==> config.mk <==
export PLATFORM = sky130hd
export DESIGN_NAME = gemm_tile_sequencer_flat
export DESIGN_NICKNAME = d
export VERILOG_FILES = /design/src/rtl/gemm_tile_sequencer_pkg.sv /design/src/rtl/gemm_tile_sequencer_if.sv /design/src/rtl/gemm_tile_sequencer_dim_calc.sv /design/src/rtl/gemm_tile_sequencer.sv /design/src/flat_wrapper.sv
export SDC_FILE = /design/constraint.sdc
export NUM_CORES = 1
export LEC_CHECK = 0
export BUFFER_PORTS_ARGS = -buffer_cell sky130_fd_sc_hd__buf_2
export CAP_MARGIN = 5
export CORE_ASPECT_RATIO = 2
export CORE_UTILIZATION = 25
export CTS_CLUSTER_DIAMETER = 60
export DETAILED_ROUTE_END_ITERATION = 16
export PLACE_DENSITY = 0.48
export SLEW_MARGIN = 40
export SYNTH_ARGS = -nofsm -noshare
export SYNTH_HDL_FRONTEND = slang
export SYNTH_SLANG_ARGS = --single-unit
==> constraint.sdc <==
create_clock -name clk -period 5.5 [get_ports clk]
set_input_delay 0.825 -clock clk [delete_from_list [all_inputs] [get_ports clk]]
set_output_delay 0.825 -clock clk [all_outputs]
set_load 0.03 [all_outputs]
==> src/rtl/gemm_tile_sequencer_pkg.sv <==
// Config: shared configuration for the GEMM tile path.
//   SMALL_SYS_ROWS/COLS : systolic array geometry of the small configuration
//   TILE_K_MAX/N_MAX    : largest tile depth/width the array can consume
//   seq_state_e         : tile sequencer FSM states
package Config;

  localparam int unsigned SMALL_SYS_ROWS = 4;
  localparam int unsigned SMALL_SYS_COLS = 4;

  localparam int unsigned TILE_K_MAX = 16;
  localparam int unsigned TILE_N_MAX = 16;

  typedef enum logic [1:0] {
    IDLE,
    ISSUE,
    FINISH
  } seq_state_e;

endpackage

==> src/rtl/gemm_tile_sequencer_if.sv <==
// Command/tile bus of the GEMM tile sequencer.
//   cmd_valid/cmd_ready, cmd_k, cmd_n : one GEMM command (depth K, width N)
//   tile_valid/tile_ready             : tile descriptor handshake
//   ksize, nsize, k_off, n_off        : tile geometry and position
//   first_k, last_k, last_tile        : accumulation / command markers
//   done                              : one-cycle end-of-command pulse
// modport master is the sequencer side, modport slave the surrounding logic.
interface gemm_tile_sequencer_if #(
  parameter int unsigned DIM_W = 16
);

  logic             cmd_valid;
  logic             cmd_ready;
  logic [DIM_W-1:0] cmd_k;
  logic [DIM_W-1:0] cmd_n;
  logic             tile_valid;
  logic             tile_ready;
  logic [4:0]       ksize;
  logic [4:0]       nsize;
  logic [DIM_W-1:0] k_off;
  logic [DIM_W-1:0] n_off;
  logic             first_k;
  logic             last_k;
  logic             last_tile;
  logic             done;

  modport master (
    input  cmd_valid, cmd_k, cmd_n, tile_ready,
    output cmd_ready, tile_valid, ksize, nsize, k_off, n_off,
           first_k, last_k, last_tile, done
  );

  modport slave (
    output cmd_valid, cmd_k, cmd_n, tile_ready,
    input  cmd_ready, tile_valid, ksize, nsize, k_off, n_off,
           first_k, last_k, last_tile, done
  );

endinterface

==> src/rtl/gemm_tile_sequencer_dim_calc.sv <==
// tile_dim_calc: clips the remaining extent of one dimension to a tile.
//   remain : elements still to cover (total minus current offset)
//   size   : min(TILE_MAX, remain)
//   last   : this tile covers the rest of the dimension
module tile_dim_calc #(
  parameter int unsigned DIM_W    = 16,
  parameter int unsigned TILE_MAX = 16
) (
  input  logic [DIM_W-1:0] remain,
  output logic [4:0]       size,
  output logic             last
);

  always_comb begin
    last = (remain <= DIM_W'(TILE_MAX));
    // remain is at most TILE_MAX (< 32) whenever it is selected
    size = last ? remain[4:0] : 5'(TILE_MAX);
  end

endmodule

==> src/rtl/gemm_tile_sequencer.sv <==
// gemm_tile_sequencer: splits one GEMM command (depth K, width N) into
// systolic-array tiles, N-outer / K-inner, one tile per cycle when the
// consumer is ready.
//   clk, rst : clock, synchronous active-high reset
//   bus      : command in, tile descriptor out, done pulse (master modport)
// All outputs are registered.
module gemm_tile_sequencer
  import Config::*;
#(
  parameter int unsigned DIM_W  = 16,
  parameter int unsigned TILE_K = TILE_K_MAX,
  parameter int unsigned TILE_N = TILE_N_MAX
) (
  input  logic                  clk,
  input  logic                  rst,
  gemm_tile_sequencer_if.master bus
);

  seq_state_e       state;
  logic [DIM_W-1:0] k_tot;
  logic [DIM_W-1:0] n_tot;
  logic [DIM_W-1:0] k_off;
  logic [DIM_W-1:0] n_off;
  logic [4:0]       ksize;
  logic [4:0]       nsize;
  logic             first_k;
  logic             last_k;
  logic             last_tile;
  logic             tile_valid;
  logic             cmd_ready;
  logic             done;

  logic [DIM_W-1:0] nxt_k_tot;
  logic [DIM_W-1:0] nxt_n_tot;
  logic [DIM_W-1:0] nxt_k_off;
  logic [DIM_W-1:0] nxt_n_off;
  logic [DIM_W-1:0] rem_k;
  logic [DIM_W-1:0] rem_n;
  logic [4:0]       calc_ksize;
  logic [4:0]       calc_nsize;
  logic             calc_klast;
  logic             calc_nlast;

  // Geometry of the tile that would be presented next. The descriptor is
  // computed one step ahead so it can be loaded into output registers.
  // Offsets only advance when the remainder exceeds the tile size, so the
  // additions cannot wrap when their result is used.
  always_comb begin
    nxt_k_tot = k_tot;
    nxt_n_tot = n_tot;
    nxt_k_off = k_off;
    nxt_n_off = n_off;
    case (state)
      IDLE: begin
        nxt_k_tot = bus.cmd_k;
        nxt_n_tot = bus.cmd_n;
        nxt_k_off = '0;
        nxt_n_off = '0;
      end
      ISSUE: begin
        if (!last_k) begin
          nxt_k_off = k_off + DIM_W'(TILE_K);
        end else begin
          nxt_k_off = '0;
          nxt_n_off = n_off + DIM_W'(TILE_N);
        end
      end
      default: ;
    endcase
    rem_k = nxt_k_tot - nxt_k_off;
    rem_n = nxt_n_tot - nxt_n_off;
  end

  tile_dim_calc #(
    .DIM_W    (DIM_W),
    .TILE_MAX (TILE_K)
  ) u_calc_k (
    .remain (rem_k),
    .size   (calc_ksize),
    .last   (calc_klast)
  );

  tile_dim_calc #(
    .DIM_W    (DIM_W),
    .TILE_MAX (TILE_N)
  ) u_calc_n (
    .remain (rem_n),
    .size   (calc_nsize),
    .last   (calc_nlast)
  );

  always_ff @(posedge clk) begin
    if (rst) begin
      state      <= IDLE;
      k_tot      <= '0;
      n_tot      <= '0;
      k_off      <= '0;
      n_off      <= '0;
      ksize      <= '0;
      nsize      <= '0;
      first_k    <= 1'b0;
      last_k     <= 1'b0;
      last_tile  <= 1'b0;
      tile_valid <= 1'b0;
      cmd_ready  <= 1'b1;
      done       <= 1'b0;
    end else begin
      case (state)
        IDLE: begin
          if (bus.cmd_valid) begin
            k_tot     <= nxt_k_tot;
            n_tot     <= nxt_n_tot;
            k_off     <= '0;
            n_off     <= '0;
            cmd_ready <= 1'b0;
            if ((bus.cmd_k == '0) || (bus.cmd_n == '0)) begin
              state <= FINISH;
              done  <= 1'b1;
            end else begin
              state      <= ISSUE;
              tile_valid <= 1'b1;
              ksize      <= calc_ksize;
              nsize      <= calc_nsize;
              first_k    <= 1'b1;
              last_k     <= calc_klast;
              last_tile  <= calc_klast & calc_nlast;
            end
          end
        end
        ISSUE: begin
          if (bus.tile_ready) begin
            if (!last_tile) begin
              k_off     <= nxt_k_off;
              n_off     <= nxt_n_off;
              ksize     <= calc_ksize;
              nsize     <= calc_nsize;
              first_k   <= (nxt_k_off == '0);
              last_k    <= calc_klast;
              last_tile <= calc_klast & calc_nlast;
            end else begin
              state      <= FINISH;
              tile_valid <= 1'b0;
              done       <= 1'b1;
            end
          end
        end
        FINISH: begin
          state     <= IDLE;
          done      <= 1'b0;
          cmd_ready <= 1'b1;
        end
        default: begin
          state      <= IDLE;
          tile_valid <= 1'b0;
          done       <= 1'b0;
          cmd_ready  <= 1'b1;
        end
      endcase
    end
  end

  assign bus.cmd_ready  = cmd_ready;
  assign bus.tile_valid = tile_valid;
  assign bus.ksize      = ksize;
  assign bus.nsize      = nsize;
  assign bus.k_off      = k_off;
  assign bus.n_off      = n_off;
  assign bus.first_k    = first_k;
  assign bus.last_k     = last_k;
  assign bus.last_tile  = last_tile;
  assign bus.done       = done;

endmodule
==> src/flat_wrapper.sv <==
// flat-port wrapper written by rule: the top's interface ports become plain ports
module gemm_tile_sequencer_flat import Config::*;
#(
  parameter int unsigned DIM_W  = 16,
  parameter int unsigned TILE_K = TILE_K_MAX,
  parameter int unsigned TILE_N = TILE_N_MAX
)
  (clk, rst, bus_cmd_valid, bus_cmd_k, bus_cmd_n, bus_tile_ready, bus_cmd_ready, bus_tile_valid, bus_ksize, bus_nsize, bus_k_off, bus_n_off, bus_first_k, bus_last_k, bus_last_tile, bus_done);
  gemm_tile_sequencer_if #(.DIM_W(DIM_W)) bus_i ();
  input  logic clk;
  input  logic rst;
  input wire logic [$bits(bus_i.cmd_valid)-1:0] bus_cmd_valid;
  input wire logic [$bits(bus_i.cmd_k)-1:0] bus_cmd_k;
  input wire logic [$bits(bus_i.cmd_n)-1:0] bus_cmd_n;
  input wire logic [$bits(bus_i.tile_ready)-1:0] bus_tile_ready;
  output wire logic [$bits(bus_i.cmd_ready)-1:0] bus_cmd_ready;
  output wire logic [$bits(bus_i.tile_valid)-1:0] bus_tile_valid;
  output wire logic [$bits(bus_i.ksize)-1:0] bus_ksize;
  output wire logic [$bits(bus_i.nsize)-1:0] bus_nsize;
  output wire logic [$bits(bus_i.k_off)-1:0] bus_k_off;
  output wire logic [$bits(bus_i.n_off)-1:0] bus_n_off;
  output wire logic [$bits(bus_i.first_k)-1:0] bus_first_k;
  output wire logic [$bits(bus_i.last_k)-1:0] bus_last_k;
  output wire logic [$bits(bus_i.last_tile)-1:0] bus_last_tile;
  output wire logic [$bits(bus_i.done)-1:0] bus_done;
  assign bus_i.cmd_valid = bus_cmd_valid;
  assign bus_i.cmd_k = bus_cmd_k;
  assign bus_i.cmd_n = bus_cmd_n;
  assign bus_i.tile_ready = bus_tile_ready;
  assign bus_cmd_ready = bus_i.cmd_ready;
  assign bus_tile_valid = bus_i.tile_valid;
  assign bus_ksize = bus_i.ksize;
  assign bus_nsize = bus_i.nsize;
  assign bus_k_off = bus_i.k_off;
  assign bus_n_off = bus_i.n_off;
  assign bus_first_k = bus_i.first_k;
  assign bus_last_k = bus_i.last_k;
  assign bus_last_tile = bus_i.last_tile;
  assign bus_done = bus_i.done;
  gemm_tile_sequencer #(.DIM_W(DIM_W), .TILE_K(TILE_K), .TILE_N(TILE_N)) u_core (.clk(clk), .rst(rst), .bus(bus_i));
endmodule
==> key figures, run 1 <==
Status
  – Status: finished, final reports clean

Yosys
  – Most used flip-flop cell after synthesis: dfxtp_1
  – FF+latch count, synth: 82
  – Warnings, synthesis: 0
  – Cells after Synth: 801
  – Post-synthesis sequential area ratio: 0.2879
  – Cell Area, Synth: 5702 µm²
  – EDFF count, synth: 0
  – Yosys cell types: 70
  – Syn_nets: roughly 870
  – Syn_area_per_cell: 7.118 µm²
  – Synth async-reset ratio: 0

Final layout
  – Fin nets: around 940
  – Synth-to-Final Area Change: 17.03%
  – ANT cells: 0
  – Share of cells above drive strength 1: 0.1512
  – FILL cells: 2484
  – Filler-free cell count of the finished design: between 1000 and 1500

Global routing
  – GRT Util Overall: 0.1772
  – Vias in the first global route: 5769
  – Antenna violations before repair: 0
  – First-pass GRT wire length: 31050 µm
  – Overflow after GRT: 0
  – Largest net degree at the start of global routing: 47

Power
  – Switching share of power: 0.4298
  – Maximum VDD drop: 132.3 µV
  – Pint: 1297 µW
  – Combinational Power Share: 0.446
  – NetSw: 977.9 µW
  – Pleak: roughly 0.0028 µW
  – Pwr Density: 341.0 nW/µm²
  – Clock share of power: 0.260
  – Sequential share of power: 0.293

Clocking
  – Hold_buf cts: 0
  – TritonCTS buffer count: 9
  – CTS Sinks: 82
  – CTS resizes: 0
  – Bufs on Longest Clock Path: 2
  – Setup bufs post-CTS: 0
  – Clock Latency Late Sink: 0.36 ns
  – Root buf cell: clkbuf_16
  – Htree depth: 3
  – CTS tree: built
  – CTS clock-pin slew for the worst setup and hold paths: 0.07 ns

Floorplanning
  – Ports: 84
  – Core Region: 22260 µm²
  – Die Area: 23450 µm²
  – FP Rows: 77
  – Die width: 108.8 µm
  – Initial core utilization: 0.2562
  – Die Y: approximately 220 µm

Critical path
  – Worst-path maximum fanout: 32
  – Startpoint types: flip-flop
  – CP required: 5.75 ns
  – Critical Path End Type: flip-flop
  – Cell Chain, Critical Path: or2_2, and2_1, inv_1, ha_1, nor2b_1, o31a_1, o21a_1, and4b_1, or4_1, a211oi_2, nand4_2, o31a_1
  – CP bufs+invs: 1
  – CP dominant cell by count: o31a_1
  – Critical path class: flip-flop to flip-flop
  – Crit-path slowest cell: dfxtp_1
  – Arrival @ worst endpoint: 4.51 ns
  – CP peak stage delay: 0.80 ns
  – CP delay by family, top: simple AND/OR/NAND/NOR gates

Detailed routing
  – Initial drt markers: 182
  – Final ANT Viol Nets: 0
  – Vias per cell: 4.990
  – WL per Instance: 17.61 µm
  – Total wire length: between 20000 and 25000 µm
  – Post-route DRC: 0
  – DR vias: 5733
  – Total iterations of the first detailed-routing run: 4

Timing
  – Fin crit share: 0.7743
  – Slew headroom: 0.4862
  – Final hold violations: 0
  – Fmax achieved: 0.2348 GHz
  – Max Transition Viols Final: 0
  – Period minus WS final: ~4.3 ns
  – RSZ-0062 raised after global routing: no
  – TNS Setup: 0 ns
  – Setup violators final: 0
  – Clk_skew: roughly 0.007 ns
  – Worst slew pin tran: 0.7707 ns

Place
  – Detailed placement HPWL: 16090 µm
  – Placed cells: 1133
  – GPL Wtd Cong: 0.8794
  – Buffers added on ports: 83

Hold path
  – Hold WC Path Type: flip-flop to flip-flop

Run
  – Max_cap viols: 0
[layout make-up]
| type | count | area, µm² | share of cell area |
|---|---|---|---|
| flip-flops and latches | 82 | 1642 | 0.2460 |
| repair buffers | 91 | 475.5 | 0.07125 |
| inverters | 37 | 138.9 | 0.02081 |
| clock inverters | 7 | 52.55 | 0.007875 |
| multi-input cells | 647 | 3794 | 0.5685 |
| well taps | 276 | 345.3 | 0.05175 |
| clock buffers | 9 | 225.2 | 0.03375 |
[worst min-delay path, stage by stage (launching register included)]
cell and delay [ns]:
dfxtp_1 0.31, nand2_1 0.05, o21ai_1 0.05
[cell families (layout without fill, tap and decap cells)]
family                   Yosys count  after routing  share of synthesized area
AND/OR/NAND/NOR                  399            399                     0.3241
AO/OA/AOI/OAI                    177            177                     0.2012
flip-flops                        82             82                     0.2879
buffers and inverters             72            144                    0.04959
adder cells (fa/ha/maj)           34             34                    0.07724
XOR/XNOR                          26             26                    0.03994
multiplexers                      11             11                    0.01997
[power groups by stage]
stage,registers (µW),clock network [µW],logic [µW]
final,668,592,1020
after CTS,668,612,1020
after detailed placement,681,0,1010
after global routing,672,633,1110
after floorplan,682,0,722
after global placement,681,0,1010
[final timing paths]
kind	slack [ns]	cells after the start	startpoint	endpoint
setup / recovery	1.24	12	u_core.state[1]$_SDFFE_PP0P_	u_core.bus.nsize[4]$_SDFFE_PP0P_
hold / removal	0.45	2	u_core.bus.ksize[1]$_SDFFE_PP0P_	u_core.bus.ksize[1]$_SDFFE_PP0P_
setup reg to reg	1.24	12	u_core.state[1]$_SDFFE_PP0P_	u_core.bus.nsize[4]$_SDFFE_PP0P_
hold reg to reg	0.45	2	u_core.bus.ksize[1]$_SDFFE_PP0P_	u_core.bus.ksize[1]$_SDFFE_PP0P_
[synth_stat cells (all sizes together), types with 3 or more instances]
| master | number | area (µm²) |
|---|---|---|
| o21bai | 3 | 22.52 |
| o21ai | 30 | 150.1 |
| nand4 | 16 | 106.4 |
| buf | 4 | 17.52 |
| inv | 37 | 138.9 |
| o31ai | 4 | 30.03 |
| nand2b | 11 | 68.82 |
| nor2b | 15 | 101.3 |
| a21o | 3 | 22.52 |
| or3 | 3 | 18.77 |
| xor2 | 12 | 105.1 |
| nand3b | 4 | 30.03 |
| xnor2 | 14 | 122.6 |
| nor3 | 10 | 50.05 |
| a211oi | 6 | 50.05 |
| or2 | 7 | 43.79 |
| and3 | 4 | 25.02 |
| nand3 | 11 | 60.06 |
| mux2i | 8 | 80.08 |
| o211ai | 5 | 51.30 |
| nor2 | 81 | 304.0 |
| o31a | 4 | 43.80 |
| nor4b | 3 | 26.28 |
| clkbuf | 31 | 126.4 |
| nor4 | 11 | 83.83 |
| a21oi | 69 | 356.6 |
| or4 | 3 | 30.03 |
| a22oi | 23 | 172.7 |
| o21a | 6 | 45.04 |
| o22ai | 5 | 31.28 |
| a31oi | 3 | 18.77 |
| and2 | 15 | 93.84 |
| nand2 | 198 | 743.2 |
| a31o | 3 | 26.28 |
| dfxtp | 82 | 1642 |
| ha | 32 | 400.4 |
| mux2 | 3 | 33.78 |
[state kept, by name, indices dropped and copies added, names as in the netlist]
register and count:
u_core.bus.k_off 16, u_core.bus.n_off 16, u_core.k_tot 16, u_core.n_tot 16, u_core.bus.ksize 5, u_core.bus.nsize 5
u_core.state 2, u_core.bus.cmd_ready 1, u_core.bus.done 1, u_core.bus.first_k 1, u_core.bus.last_k 1, u_core.bus.last_tile 1
u_core.bus.tile_valid 1
[routing by layer]
layer  part of all wire  GRT usage  vias up
met5                  0          0        -
met4              0.044     0.1018        0
met3              0.031    0.02356       36
met2               0.58     0.3519      100
met1               0.35     0.1638     2695
li1                   -          -     2902
[layout by cell type (no fill, tap or decap), types with 4 or more instances in the layout]
| master | n |
|---|---|
| mux2i_1 | 8 |
| nor3_1 | 10 |
| o211ai_1 | 4 |
| nand2b_1 | 11 |
| and3_1 | 4 |
| o21ai_1 | 10 |
| buf_4 | 8 |
| and2_1 | 14 |
| buf_2 | 83 |
| nand4_1 | 15 |
| nor4_1 | 10 |
| a211oi_1 | 5 |
| xnor2_1 | 14 |
| a22oi_1 | 23 |
| inv_1 | 37 |
| o22ai_1 | 5 |
| dfxtp_1 | 82 |
| o31ai_1 | 4 |
| o21ai_0 | 20 |
| a21oi_1 | 66 |
| nand3_1 | 10 |
| nor2_1 | 80 |
| o21a_1 | 6 |
| clkbuf_16 | 9 |
| or2_1 | 4 |
| xor2_1 | 12 |
| ha_1 | 32 |
| nor2b_1 | 14 |
| nand3b_1 | 4 |
| nand2_1 | 197 |
[through the flow]
step | total power [µW] | utilization | area, µm² | hold WS, ns | setup slack (ns)
2_1_floorplan | 1405 | - | 5702 | 0.4357 | 1.778
3_3_place_gp | 1692 | 0.2870 | 6386 | 0.4393 | 1.251
3_5_place_dp | 1693 | 0.2873 | 6395 | 0.4434 | 1.201
4_1_cts | 2296 | 0.2998 | 6673 | 0.4524 | 1.205
5_1_grt | 2419 | 0.2998 | 6673 | 0.4725 | 0.9286
6_report | 2275 | 0.2998 | 6673 | 0.4488 | 1.242
Power figures use the tool's default switching activity.
==> inputs of run 2 (changes only) <==
--- a/config.mk
+++ b/config.mk
@@ -5,6 +5,7 @@
 export SDC_FILE = /design/constraint.sdc
 export NUM_CORES = 1
 export LEC_CHECK = 0
+export ABC_AREA = 1
 export BUFFER_PORTS_ARGS = -buffer_cell sky130_fd_sc_hd__buf_2
 export CAP_MARGIN = 5
 export CORE_ASPECT_RATIO = 2
==> constraint.sdc (replaced) <==
create_clock -name clk -period 4.5 [get_ports clk]
set_input_delay 0.675 -clock clk [delete_from_list [all_inputs] [get_ports clk]]
set_output_delay 0.675 -clock clk [all_outputs]
set_load 0.03 [all_outputs]
==> run 2 against run 1 <==
  * The flow now finishes with violations (design-rule violations)
  * Synthesized area rose by 4.8%
  * Non-clock buffer count rose by 6
  * Fmax rose by 12%
  * Sequential cell count did not move
  * Die area rose by 4.7%
  * Largest cell class unchanged
  * Routed wire length rose by 11%
  * Sequential share of layout area fell by 1.2 points
  * Critical endpoint is now u_core.bus.nsize[1]$_SDFFE_PP0P_
  * Register-to-register slack got worse by 0.55 ns
  * Worst setup slack got worse by 0.55 ns
==> key figures, run 2 <==
Status
  – Status: finished with violations
  – Failing checks: design-rule violations

Timing
  – Setup violators final: 0 (unchanged)
  – Fmax achieved: 0.2628 GHz (+12%)
  – Clk_skew: 0.008500 ns (+0.001294 ns)
  – Final hold violations: 0 (unchanged)
  – Slew headroom: 0.5143 (+0.02807)
  – RSZ-0062 raised after global routing: no
  – Max Transition Viols Final: 0 (unchanged)
  – TNS Setup: 0 ns (unchanged)
  – Fin crit share: 0.8455 (+0.07126)
  – Period minus WS final: 3.805 ns (-0.4536 ns)
  – Worst slew pin tran: 0.7210 ns (-0.04973 ns)

Yosys
  – Cell Area, Synth: 5974 µm² (+4.8%)
  – Syn_area_per_cell: 6.466 µm² (-9.2%)
  – Syn_nets: 994 (+14%)
  – EDFF count, synth: 0 (unchanged)
  – Post-synthesis sequential area ratio: 0.2748 (-0.01314)
  – Cells after Synth: 924 (+15%)
  – FF+latch count, synth: 82 (unchanged)
  – Synth async-reset ratio: 0 (unchanged)
  – Warnings, synthesis: 0 (unchanged)
  – Most used flip-flop cell after synthesis: dfxtp_1
  – Leading area contributor after synthesis: dfxtp_1
  – Synth top area cells: dfxtp_1, nand2_1, inv_1
  – Count leader, synth: nand2_1
  – Area share of the largest cell type after synthesis: 0.2748 (-0.01314)
  – Yosys cell types: 42 (-40%)
  – Synth cell count leaders: nand2_1, inv_1, o21ai_0

Final layout
  – ANT cells: 0 (unchanged)
  – Synth-to-Final Area Change: 17.61%
  – Fin nets: 1071 (+14%)
  – FILL cells: 2632 (+6.0%)
  – Final instance area: 7027 µm² (+5.3%)
  – Share of cells above drive strength 1: 0.1610 (+0.009831)
  – Area occupied by registers: 1642 µm² (unchanged)
  – Most frequent cells in the layout: nand2_1, inv_1, o21ai_0, buf_2, dfxtp_1
  – Most common cell after layout, fill and taps aside: nand2_1
  – Multi-input combinational cell area: 3638 µm² (-4.1%)

Critical path
  – Crit-path slowest cell: nor2_4
  – CP peak stage delay: 0.51 ns (-0.29 ns)
  – Reg2Reg Setup Slack: 0.70 ns (-0.55 ns)
  – R2R Path Start: u_core.state[1]$_SDFFE_PP0P_
  – CP required: 4.79 ns (-0.96 ns)
  – Critical path class: flip-flop to flip-flop
  – Path depth of the worst reg2reg path: 17 (+5)
  – Critical Path End Type: flip-flop
  – Startpoint types: flip-flop
  – Worst-path maximum fanout: 51 (+59%)
  – Critical path origin: u_core.state[1]$_SDFFE_PP0P_
  – CP bufs+invs: 3 (+2)
  – Arrival @ worst endpoint: 4.09 ns (-0.42 ns)
  – RR Endpoint: u_core.bus.nsize[1]$_SDFFE_PP0P_
  – Cell Chain, Critical Path: nor2_4, inv_2, buf_12, buf_4, o21ai_0, ha_1, a21oi_1, nand2_1, nand4_1, nand3_1, a21oi_1, nand3_1, nand2_1, nand3_2, nor2_4, nand2_1, a21oi_1
  – CP delay by family, top: simple AND/OR/NAND/NOR gates

Clocking
  – CTS tree: built
  – CTS Sinks: 82 (unchanged)
  – CTS clock-pin slew for the worst setup and hold paths: 0.07 ns (about the same)
  – Bufs on Longest Clock Path: 2 (unchanged)
  – Htree depth: 3 (unchanged)
  – Root buf cell: clkbuf_16
  – Hold_buf cts: 0 (unchanged)
  – CTS resizes: 0 (unchanged)
  – Setup bufs post-CTS: 0 (unchanged)
  – TritonCTS buffer count: 9 (unchanged)
  – Clock Latency Late Sink: 0.36 ns (about the same)

Hold path
  – Hold_sp: u_core.bus.nsize[3]$_SDFFE_PP0P_
  – Hold WC Path Type: flip-flop to flip-flop
  – Hold Crit Endpoint: u_core.bus.nsize[3]$_SDFFE_PP0P_
  – Hold Path Depth: 2 (unchanged)

Global routing
  – GRT Util Overall: 0.1883 (+0.01104)
  – Vias in the first global route: 6378 (+11%)
  – First-pass GRT wire length: 34160 µm (+10%)
  – Overflow after GRT: 0 (unchanged)
  – Largest net degree at the start of global routing: 52 (+11%)
  – Antenna violations before repair: 0 (unchanged)

Detailed routing
  – Final ANT Viol Nets: 0 (unchanged)
  – Total iterations of the first detailed-routing run: 10 (+6)
  – DR vias: 6260 (+9.2%)
  – Post-route DRC: 8 (+8)
  – Total wire length: 22490 µm (+11%)
  – WL per Instance: 17.45 µm (-0.90%)
  – Vias per cell: 4.856 (-2.7%)
  – Initial drt markers: 238 (+31%)

Place
  – Buffers added on ports: 83 (unchanged)
  – Cell Area, Placed: 6713 µm² (+5.0%)
  – GPL Wtd Cong: 0.8817 (+0.26%)
  – Detailed placement HPWL: 18420 µm (+15%)

Run
  – Max_cap viols: 0 (unchanged)

Floorplanning
  – Ports: 84 (unchanged)
  – Die Area: 24560 µm² (+4.7%)
  – Die Y: 220.6 µm (+2.3%)
  – Die width: 111.3 µm (+2.3%)
  – Initial core utilization: 0.2561 (about the same)
  – FP Rows: 79 (+2.6%)
  – Core Region: 23330 µm² (+4.8%)

Power
  – Maximum VDD drop: 177.9 µV (+34%)
  – Pleak: 0.003194 µW (+15%)
  – Pwr Density: 370.8 nW/µm² (+8.7%)
-- run 2: area by class of cell --
cell class	instances	area share
Sequential cell	82	0.2336
Tap cell	283	0.05039
Clock buffer	11	0.03597
Inverter	144	0.07764
Clock inverter	5	0.008725
Timing Repair Buffer	97	0.07585
Multi-Input combinational cell	667	0.5178
-- run 2: cells by family (layout without fill, tap and decap cells) --
group                    after synthesis  in the layout  share of synthesized area
AO/OA/AOI/OAI                        187            187                     0.1665
XOR/XNOR                              16             16                    0.02346
adder cells (fa/ha/maj)               34             34                    0.07372
buffers and inverters                175            257                     0.1162
flip-flops                            82             82                     0.2748
AND/OR/NAND/NOR                      430            430                     0.3453
-- run 2: how the worst max path moves through the flow --
| stage | endpoint | cells after the start |
|---|---|---|
| 6_report | u_core.bus.nsize[1]$_SDFFE_PP0P_ | 17 |
| 5_1_grt | u_core.bus.nsize[3]$_SDFFE_PP0P_ | 19 |
| 4_1_cts | u_core.bus.nsize[1]$_SDFFE_PP0P_ | 17 |
| 3_5_place_dp | u_core.bus.last_tile$_SDFFE_PP0P_ | 17 |
| 3_3_place_gp | u_core.bus.nsize[1]$_SDFFE_PP0P_ | 17 |
| 2_1_floorplan | u_core.bus.nsize[0]$_SDFFE_PP0P_ | 23 |
-- run 2: per-stage QoR --
stage          power [µW]  instances  utilization  setup slack [ns]  hold slack [ns]
2_1_floorplan        1533        924            -             1.346           0.4478
3_3_place_gp         1827       1273       0.2878            0.7796           0.4539
3_5_place_dp         1829       1273       0.2878            0.7033           0.4562
4_1_cts              2645       1289       0.3012            0.6676           0.4663
5_1_grt              2781       1289       0.3012            0.3512           0.5055
6_report             2605       1289       0.3012            0.6951           0.4641
-- run 2: power by group --
group	internal [µW]	switching (µW)
clock	464	337
sequential	767	32.4
combinational	315	690
total	1550	1060
-- run 2: per-layer routing --
metal  vias up  global-route usage  share of wire
met4         0              0.1694          0.087
li1       3197                   -              -
met2       115              0.3890           0.58
met3        56             0.02465          0.025
met1      2892              0.1494           0.31
met5         -                   0              0
-- run 2: worst register-to-register path, stage by stage, from the launching register on --
cell     delay (ns)
dfxtp_1        0.48
nor2_4         0.51
inv_2          0.11
buf_12         0.20
buf_4          0.20
o21ai_0        0.25
ha_1           0.35
a21oi_1        0.32
nand2_1        0.18
nand4_1        0.13
nand3_1        0.14
a21oi_1        0.21
nand3_1        0.10
nand2_1        0.09
nand3_2        0.09
nor2_4         0.17
nand2_1        0.08
a21oi_1        0.11
